**config.mk**
```make
export PLATFORM = sky130hd
export DESIGN_NAME = control_unit
export DESIGN_NICKNAME = d
export VERILOG_FILES = /design/src/rtl/control_unit.sv
export SDC_FILE = /design/constraint.sdc
export NUM_CORES = 1
export LEC_CHECK = 0
export ABC_AREA = 1
export CORE_MARGIN = 8
export CORE_UTILIZATION = 33
export CTS_CLUSTER_DIAMETER = 60
export DETAILED_ROUTE_END_ITERATION = 8
export GPL_ROUTABILITY_DRIVEN = 0
export SLEW_MARGIN = 20
export SYNTH_ARGS = -nofsm -noshare
export SYNTH_HDL_FRONTEND = slang
export SYNTH_SLANG_ARGS = --single-unit
export TNS_END_PERCENT = 50
```
**constraint.sdc**
```tcl
create_clock -name clk_ctrl -period 4.4 [get_ports clk_ctrl]
set_input_delay 1.32 -clock clk_ctrl [delete_from_list [all_inputs] [get_ports clk_ctrl]]
set_output_delay 1.32 -clock clk_ctrl [all_outputs]
set_load 0.01 [all_outputs]
```
**src/rtl/control_unit.sv**
```systemverilog
// Control unit for the 4-bit-address, 8-bit-data teaching processor: fetch/decode/execute
// sequencer owning the accumulator, an 8x8 register file, the ALU and the shifter.
module control_unit (
  input  logic       clk_ctrl,
  input  logic       rst_ctrl,
  input  logic [7:0] INSTRUCTION,
  input  logic [7:0] input_ctrl,
  input  logic       zero_ctrl,
  input  logic       positive_ctrl,
  output logic [3:0] PC,
  output logic [1:0] muxsel_ctrl,
  output logic [7:0] imm_ctrl,
  output logic       accwr_ctrl,
  output logic [2:0] rfaddr_ctrl,
  output logic       rfwr_ctrl,
  output logic [3:0] mmadr_ctrl,
  output logic       mmwr_ctrl,
  output logic [2:0] alusel_ctrl,
  output logic [1:0] shiftsel_ctrl,
  output logic       outen_ctrl,
  output logic [7:0] output_ctrl
);

  localparam logic [1:0] StFetch  = 2'd0;
  localparam logic [1:0] StDecode = 2'd1;
  localparam logic [1:0] StExec   = 2'd2;

  localparam logic [3:0] OpNop = 4'h0;
  localparam logic [3:0] OpLda = 4'h1;
  localparam logic [3:0] OpSta = 4'h2;
  localparam logic [3:0] OpStm = 4'h3;
  localparam logic [3:0] OpJmp = 4'h4;
  localparam logic [3:0] OpLdi = 4'h5;
  localparam logic [3:0] OpAdd = 4'h6;
  localparam logic [3:0] OpSub = 4'h7;
  localparam logic [3:0] OpAnd = 4'h8;
  localparam logic [3:0] OpOr  = 4'h9;
  localparam logic [3:0] OpJz  = 4'hA;
  localparam logic [3:0] OpJp  = 4'hB;
  localparam logic [3:0] OpShf = 4'hC;
  localparam logic [3:0] OpNot = 4'hD;
  localparam logic [3:0] OpIn  = 4'hE;
  localparam logic [3:0] OpOut = 4'hF;

  logic [1:0] state_q, state_d;
  logic [3:0] pc_q, pc_d;
  logic [7:0] ir_q, ir_d;
  logic [7:0] acc_q, acc_d;
  logic [7:0] imm_q, imm_d;
  logic [7:0] rf_q [8];

  logic [3:0] opcode;
  logic       active, in_exec;
  logic [7:0] rf_rd, alu_res, shift_res, acc_in;

  assign opcode  = ir_q[7:4];
  assign active  = (state_q != StFetch);
  assign in_exec = (state_q == StExec);
  assign rf_rd   = rf_q[ir_q[2:0]];

  // Selects are driven through DECODE and EXECUTE; write strobes only in EXECUTE.
  always_comb begin
    muxsel_ctrl   = 2'b00;
    alusel_ctrl   = 3'b000;
    shiftsel_ctrl = 2'b00;
    rfaddr_ctrl   = 3'd0;
    mmadr_ctrl    = 4'd0;
    accwr_ctrl    = 1'b0;
    rfwr_ctrl     = 1'b0;
    mmwr_ctrl     = 1'b0;
    outen_ctrl    = 1'b0;
    if (active) begin
      rfaddr_ctrl = ir_q[2:0];
      mmadr_ctrl  = ir_q[3:0];
      case (opcode)
        OpLda: muxsel_ctrl = 2'b10;
        OpLdi: muxsel_ctrl = 2'b01;
        OpIn:  muxsel_ctrl = 2'b11;
        OpAdd: alusel_ctrl = 3'b100;
        OpSub: alusel_ctrl = 3'b101;
        OpAnd: alusel_ctrl = 3'b001;
        OpOr:  alusel_ctrl = 3'b010;
        OpNot: alusel_ctrl = 3'b011;
        OpShf: shiftsel_ctrl = ir_q[1:0];
        default: ;
      endcase
    end
    if (in_exec) begin
      case (opcode)
        OpLda, OpLdi, OpAdd, OpSub, OpAnd, OpOr, OpShf, OpNot, OpIn: accwr_ctrl = 1'b1;
        OpSta: rfwr_ctrl  = 1'b1;
        OpStm: mmwr_ctrl  = 1'b1;
        OpOut: outen_ctrl = 1'b1;
        default: ;
      endcase
    end
  end

  always_comb begin
    case (alusel_ctrl)
      3'b001:  alu_res = acc_q & rf_rd;
      3'b010:  alu_res = acc_q | rf_rd;
      3'b011:  alu_res = ~acc_q;
      3'b100:  alu_res = acc_q + rf_rd;
      3'b101:  alu_res = acc_q - rf_rd;
      3'b110:  alu_res = acc_q + 8'd1;
      3'b111:  alu_res = acc_q - 8'd1;
      default: alu_res = acc_q;
    endcase
    case (shiftsel_ctrl)
      2'b01:   shift_res = {alu_res[6:0], 1'b0};
      2'b10:   shift_res = {1'b0, alu_res[7:1]};
      2'b11:   shift_res = {alu_res[0], alu_res[7:1]};
      default: shift_res = alu_res;
    endcase
    case (muxsel_ctrl)
      2'b01:   acc_in = imm_q;
      2'b10:   acc_in = rf_rd;
      2'b11:   acc_in = input_ctrl;
      default: acc_in = shift_res;
    endcase
  end

  always_comb begin
    state_d = state_q;
    pc_d    = pc_q;
    ir_d    = ir_q;
    acc_d   = acc_q;
    imm_d   = imm_q;
    case (state_q)
      StFetch: begin
        ir_d    = INSTRUCTION;
        pc_d    = pc_q + 4'd1;
        state_d = StDecode;
      end
      StDecode: begin
        if (opcode == OpLdi) begin
          imm_d = INSTRUCTION;
          pc_d  = pc_q + 4'd1;
        end
        state_d = StExec;
      end
      StExec: begin
        if (accwr_ctrl) acc_d = acc_in;
        // Taken jump replaces the increment already applied during fetch.
        if ((opcode == OpJmp) || ((opcode == OpJz) && zero_ctrl) ||
            ((opcode == OpJp) && positive_ctrl)) begin
          pc_d = ir_q[3:0];
        end
        state_d = StFetch;
      end
      default: state_d = StFetch;
    endcase
  end

  always_ff @(posedge clk_ctrl or negedge rst_ctrl) begin
    if (!rst_ctrl) begin
      state_q <= StFetch;
      pc_q    <= 4'd0;
      ir_q    <= 8'd0;
      acc_q   <= 8'd0;
      imm_q   <= 8'd0;
      for (int i = 0; i < 8; i++) rf_q[i] <= 8'd0;
    end else begin
      state_q <= state_d;
      pc_q    <= pc_d;
      ir_q    <= ir_d;
      acc_q   <= acc_d;
      imm_q   <= imm_d;
      if (rfwr_ctrl) rf_q[ir_q[2:0]] <= acc_q;
    end
  end

  assign PC          = pc_q;
  assign imm_ctrl    = imm_q;
  assign output_ctrl = (outen_ctrl || mmwr_ctrl) ? acc_q : 8'h00;

  logic unused_nop;
  assign unused_nop = (opcode == OpNop);

endmodule

```
* Yosys cells after proc, flatten, opt, wreduce, memory -nomap -nowiden
Index checks and enable logic that the tools add are counted.
W data, S select, Z words.
** Operators by class
- Add/sub/neg operators :: 5
- Order comparisons :: 2
- Eq/ne operators :: 32
- Mux-type cells :: 30
- Bitwise gates (word level) :: 4
- Reduce and logical (&&, ||, !) cells :: 13
** Operator list (number)
- $bwmux W64 :: 1
- $pmux W8 S7 :: 1
- $pmux W8 S3 :: 2
- $eq A4 B4 Y1 const B :: 8
- $mux W8 :: 4
- $bmux W8 S3 :: 1
- $demux W8 S3 :: 1
- $eq A4 B3 Y1 const B :: 4
- $pmux W3 S5 :: 1
- $eq A3 B3 Y1 const B :: 4
- $mux W4 :: 3
- $pmux W4 S3 :: 1
- $eq A2 B2 Y1 const B :: 5
- $reduce_or A9 Y1 :: 1
- $add A8 B1 Y8 const B :: 1
- $add A8 B8 Y8 :: 1
- $and A8 B8 Y8 :: 1
- $eq A4 B2 Y1 const B :: 2
- $mux W1 :: 8
- $not A8 Y8 :: 1
- $or A8 B8 Y8 :: 1
- $sub A8 B1 Y8 const B :: 1
- $sub A8 B8 Y8 :: 1
- $eq A2 B1 Y1 const B :: 3
- other kinds (20) :: 29
** Storage, ports and cells
- Bits in registers :: 94
- Input port bits :: 20
- Output and inout port bits :: 38

* Depth between registers and ports, before layout
- Depth in word-level cells :: 8
- Gate-level depth with buffers :: 31
- Gate-level depth less buffers :: 30

* Least setup slack after synthesis
Ideal clock, no wire load.
- Kind :: register -> register
- Start point :: register ir_q[0]
- End point :: register acc_q[7]
- Arrival :: 3091 ps
- Path slack :: 1244 ps
- Stages on the path, launching flop included :: 32
- Path through :: dfrtp_1 buf_6 buf_8 nand2_1 nand2_1 nand2_1 nand2_1 nand2_1 nand2_2 inv_1 ha_1 inv_1 nor2_1 nand2_1 nor3_1 xor2_1 nand2_1 o21ai_0 ha_1 inv_1 nor3_1 nand2_1 nand3_1 xor2_1 inv_1 nand3_1 nand3_1 nand2_1 nand3_1 nand2_1 nand2_1 nand2_1
** On the way
- Longest elaborated chain between the ends :: 8
- Elaborated cells between the ends (all ways) :: 16
- Those cells by class :: add/sub: 2; eq/ne: 3; mux: 8; bitwise: 3
** Ends and longest elaborated chain
- start, declared :: RTL line 47 : logic [7:0] ir_q, ir_d;
- start signal, assigned :: RTL line 167 : ir_q <= ir_d;
- $not A3 Y4 (not written as such) :: RTL line 59 : assign rf_rd = rf_q[ir_q[2:0]];
- $bmux W8 S3 :: RTL line 59
- $mux W8 (not written as such) (2 in a row) :: RTL line 59
- $sub A8 B8 Y8 (tied with other cells) :: RTL line 105 : 3'b101: alu_res = acc_q - rf_rd;
- $pmux W8 S7 :: RTL line 100 : case (alusel_ctrl)
- $pmux W8 S3 :: RTL line 110 : case (shiftsel_ctrl)
- $pmux W8 S3 * :: RTL line 116 : case (muxsel_ctrl)
- end signal, assigned :: RTL line 161 : acc_q <= 8'd0;
- end signal, assigned :: RTL line 168 : acc_q <= acc_d;
- end, declared :: RTL line 48 : logic [7:0] acc_q, acc_d;
Mark *: on every way between the ends. The rest lies on a longest branch, timed or not. The select of a mux whose other input is x is not followed.
A chain may end at the register's enable or synchronous reset.

* Worst setup path after layout
- Start point :: register ir_q[1]
- End point :: register acc_q[7]
The elaborated chain is that of the path after synthesis.

==> qor.txt <==
Cell family with most CP delay = simple AND/OR/NAND/NOR gates
Largest net degree at the start of global routing = 63
Mux contribution to synthesized area = 0.00391
Slew of the pin with the lowest slew margin = 0.814 ns
Vias in the first global route = 5,144
Crit-path max FO = 16
WP depth = 27
Layout cells sized above 1 = 0.0935
Worst Hold Depth = 2
Ant. Diodes = 0
Starting Density = 0.335
Post-synth ARST share = 1.00
Top post-synthesis cells by count = nand2_1 (279), o21ai_0 (108), dfrtp_1 (94)
Worst Path Required = 4.69 ns
Initial antenna violation count = 0
Area leader, netlist = dfrtp_1
Worst path most repeated cell = nand2_1
FF-to-FF path depth = 27
Status = completed
Xor and xnor area share after synthesis = 0.00456
Achievable Freq = 262 MHz
Post-synthesis adder-cell area fraction = 0.0230
Area delta synth->final = 17.6%
EDFF count, synth = 0
1st-pass router iterations = 5
DRT antenna net count = 0
Clock sinks = 94
Vias per std cell = 4.92
Hold Crit Class = reg -> reg
Arrival time worst endpoint = 4.11 ns
DRT iter0 DRCs = 379
Max Buffers Root-to-Sink = 2
CP max stage delay = 0.52 ns
Netlist Area Pre-Place = 5760 um2
Die height = 148 um
Worst r2r src = ir_q[1]
Final net count = 881
CP endpoint = acc_q[7]
Synth Warn # = 0
Final setup margin = 0.581 ns
#FFs+latches synth = 94
Final setup skew = 0.00755 ns
Max-cap check violation count = 0
Buf/Inv on CP = 4
Worst Setup SP = ir_q[1]
Crit start category = register
Pre-CTS setup slack = 0.457 ns
Seq/Total Area, Yosys = 0.409
H-tree levels = 3
PortBufs = 57
Endpoints failing setup = 0
Post-Synth Simple-Gate Area = 0.308
Final-report hold violation count = 0
Synth top area share = 0.409
Fill cell count = 1,835
Syn Area/Cell = 7.17 um2
Residual DRC = 0
Die ar. = 21,900 um2
Crit Path Class = reg -> reg
RSZ-0062 raised after global routing = no
Clock slew at reported path FFs = 0.07 ns
Crit. End Element = register
Total GRT Usage = 0.162
GRT Residual Overflow = 0
R2R Setup Slk = 0.58 ns
First-pass GRT wire length = 28.2 mm
Die Wd = 148 um
Detailed Place HPWL = 12.5 mm
Max_slew headroom = 0.457
Syn_nets = 833
Fin crit share = 0.868
Slowest-stage cell, CP = dfrtp_2
I/O pin count = 58
Ys flop type = dfrtp_1
Min Tclk post-route = 3.82 ns
Count leader, synth = nand2_1
DR WL/cell = 15.9 um
Count of mapped cells out of synthesis = 803
Synth Area in Compound Gates = 0.158
VDD IR-drop max = 0.000212 V
TritonCTS clock tree = yes
Cell Rows = 48
Post-CTS Hold Fix Bufs = 0
Core area = 17,200 um2
Setup TNS Final = 0 ns
Leak pwr = 3.21 nW
TritonCTS buffer count = 9
Vias = 5,315
Largest cells by area after synthesis = dfrtp_1 (41%), nand2_1 (18%), o21ai_0 (9.4%)
CTS root buf = clkbuf_16
Worst-Skew Late Latency = 0.35 ns
Largest family of logic cells by synthesized area = simple AND/OR/NAND/NOR gates
FF-to-FF End = acc_q[7]
PD cells = 388 nW/um2
Max-slew violation count = 0
Yosys cell types = 36
DRT Wirelength = 17.2 mm
## state kept, by name, indices dropped and copies added (netlist names)
signal    flops
ir_q          8
PC            4
acc_q         8
state_q       2
imm_ctrl      8
rf_q         64
## per-layer routing
| layer | vias up | GRT usage | share of wire | wire, um |
|---|---|---|---|---|
| li1 | 2686 | - | - | - |
| met1 | 2469 | 0.223 | 0.48 | 8270 |
| met2 | 124 | 0.244 | 0.45 | 7780 |
| met3 | 36 | 0.0207 | 0.032 | 546 |
| met4 | 0 | 0.0831 | 0.034 | 591 |
| met5 | - | 0 | 0 | 0 |
## per-stage QoR
stage | std cells | hold WS, ns | util | total power, mW | instance area [um2]
floorplan | 803 | 0.451 | - | 1.55 | 5760
global placement | 1065 | 0.467 | 0.377 | 1.85 | 6480
detailed placement | 1065 | 0.473 | 0.377 | 1.85 | 6480
CTS | 1081 | 0.489 | 0.394 | 2.64 | 6770
global route | 1081 | 0.509 | 0.394 | 2.80 | 6770
finish | 1081 | 0.486 | 0.394 | 2.62 | 6770
## kinds of logic (layout without fill, tap and decap cells)
kind of cell | after synthesis | in the layout
mux | 2 | 2
buf+inv | 119 | 172
fa+ha+maj | 10 | 10
compound gates | 168 | 168
flops | 94 | 94
xor+xnor | 3 | 3
simple gates | 407 | 407
## layout by cell type, fill, tap and decap left out, types with 6 or more instances in the layout
cell               n
nor2_4             8
dfrtp_1           93
inv_1             77
nand3_1           43
nor2_2             8
ha_1               9
nand2_2           13
inv_2             11
clkdlybuf4s50_1   56
nor2_1            39
o22ai_1            6
buf_4             12
a21oi_1           30
o21ai_0          108
clkbuf_16          9
nand2_1          279
## how the worst min path moves through the flow
stage / from / slack [ns] / to
after floorplan: state_q[1] / 0.45 / state_q[1]
after global placement: rf_q[44] / 0.47 / rf_q[44]
after detailed placement: rf_q[50] / 0.47 / rf_q[50]
after CTS: rf_q[50] / 0.49 / rf_q[50]
after global routing: rf_q[50] / 0.51 / rf_q[50]
final: rf_q[58] / 0.49 / rf_q[58]
## cell type report
class,instances,area [um2],area share
Clock buffer,10,229,0.0338
Clock inverter,6,61.3,0.00906
Inverter,88,330,0.0488
Multi-Input combinational cell,590,2860,0.423
Sequential cell,94,2350,0.348
Tap cell,225,282,0.0416
Timing Repair Buffer,68,651,0.0961
## worst min-delay path, cell delays in order, from the launching register on
cell and delay, ns:
dfrtp_1 0.34, nand2_1 0.05, o21ai_0 0.06
## power breakdown
group / leakage, nW / internal, mW / switching (mW) / total (mW)
clock: 0.143 / 0.440 / 0.343 / 0.783
sequential: 1.23 / 0.959 / 0.0939 / 1.05
combinational: 1.83 / 0.297 / 0.491 / 0.788
## what timing repair did
item                                    CTS  global route
endpoints found under the setup margin    0             3
setup buffers                             0             0
hold endpoints to repair                  0             0
resized for setup                         0             1
No activity file was read; power rests on OpenSTA's default activity.
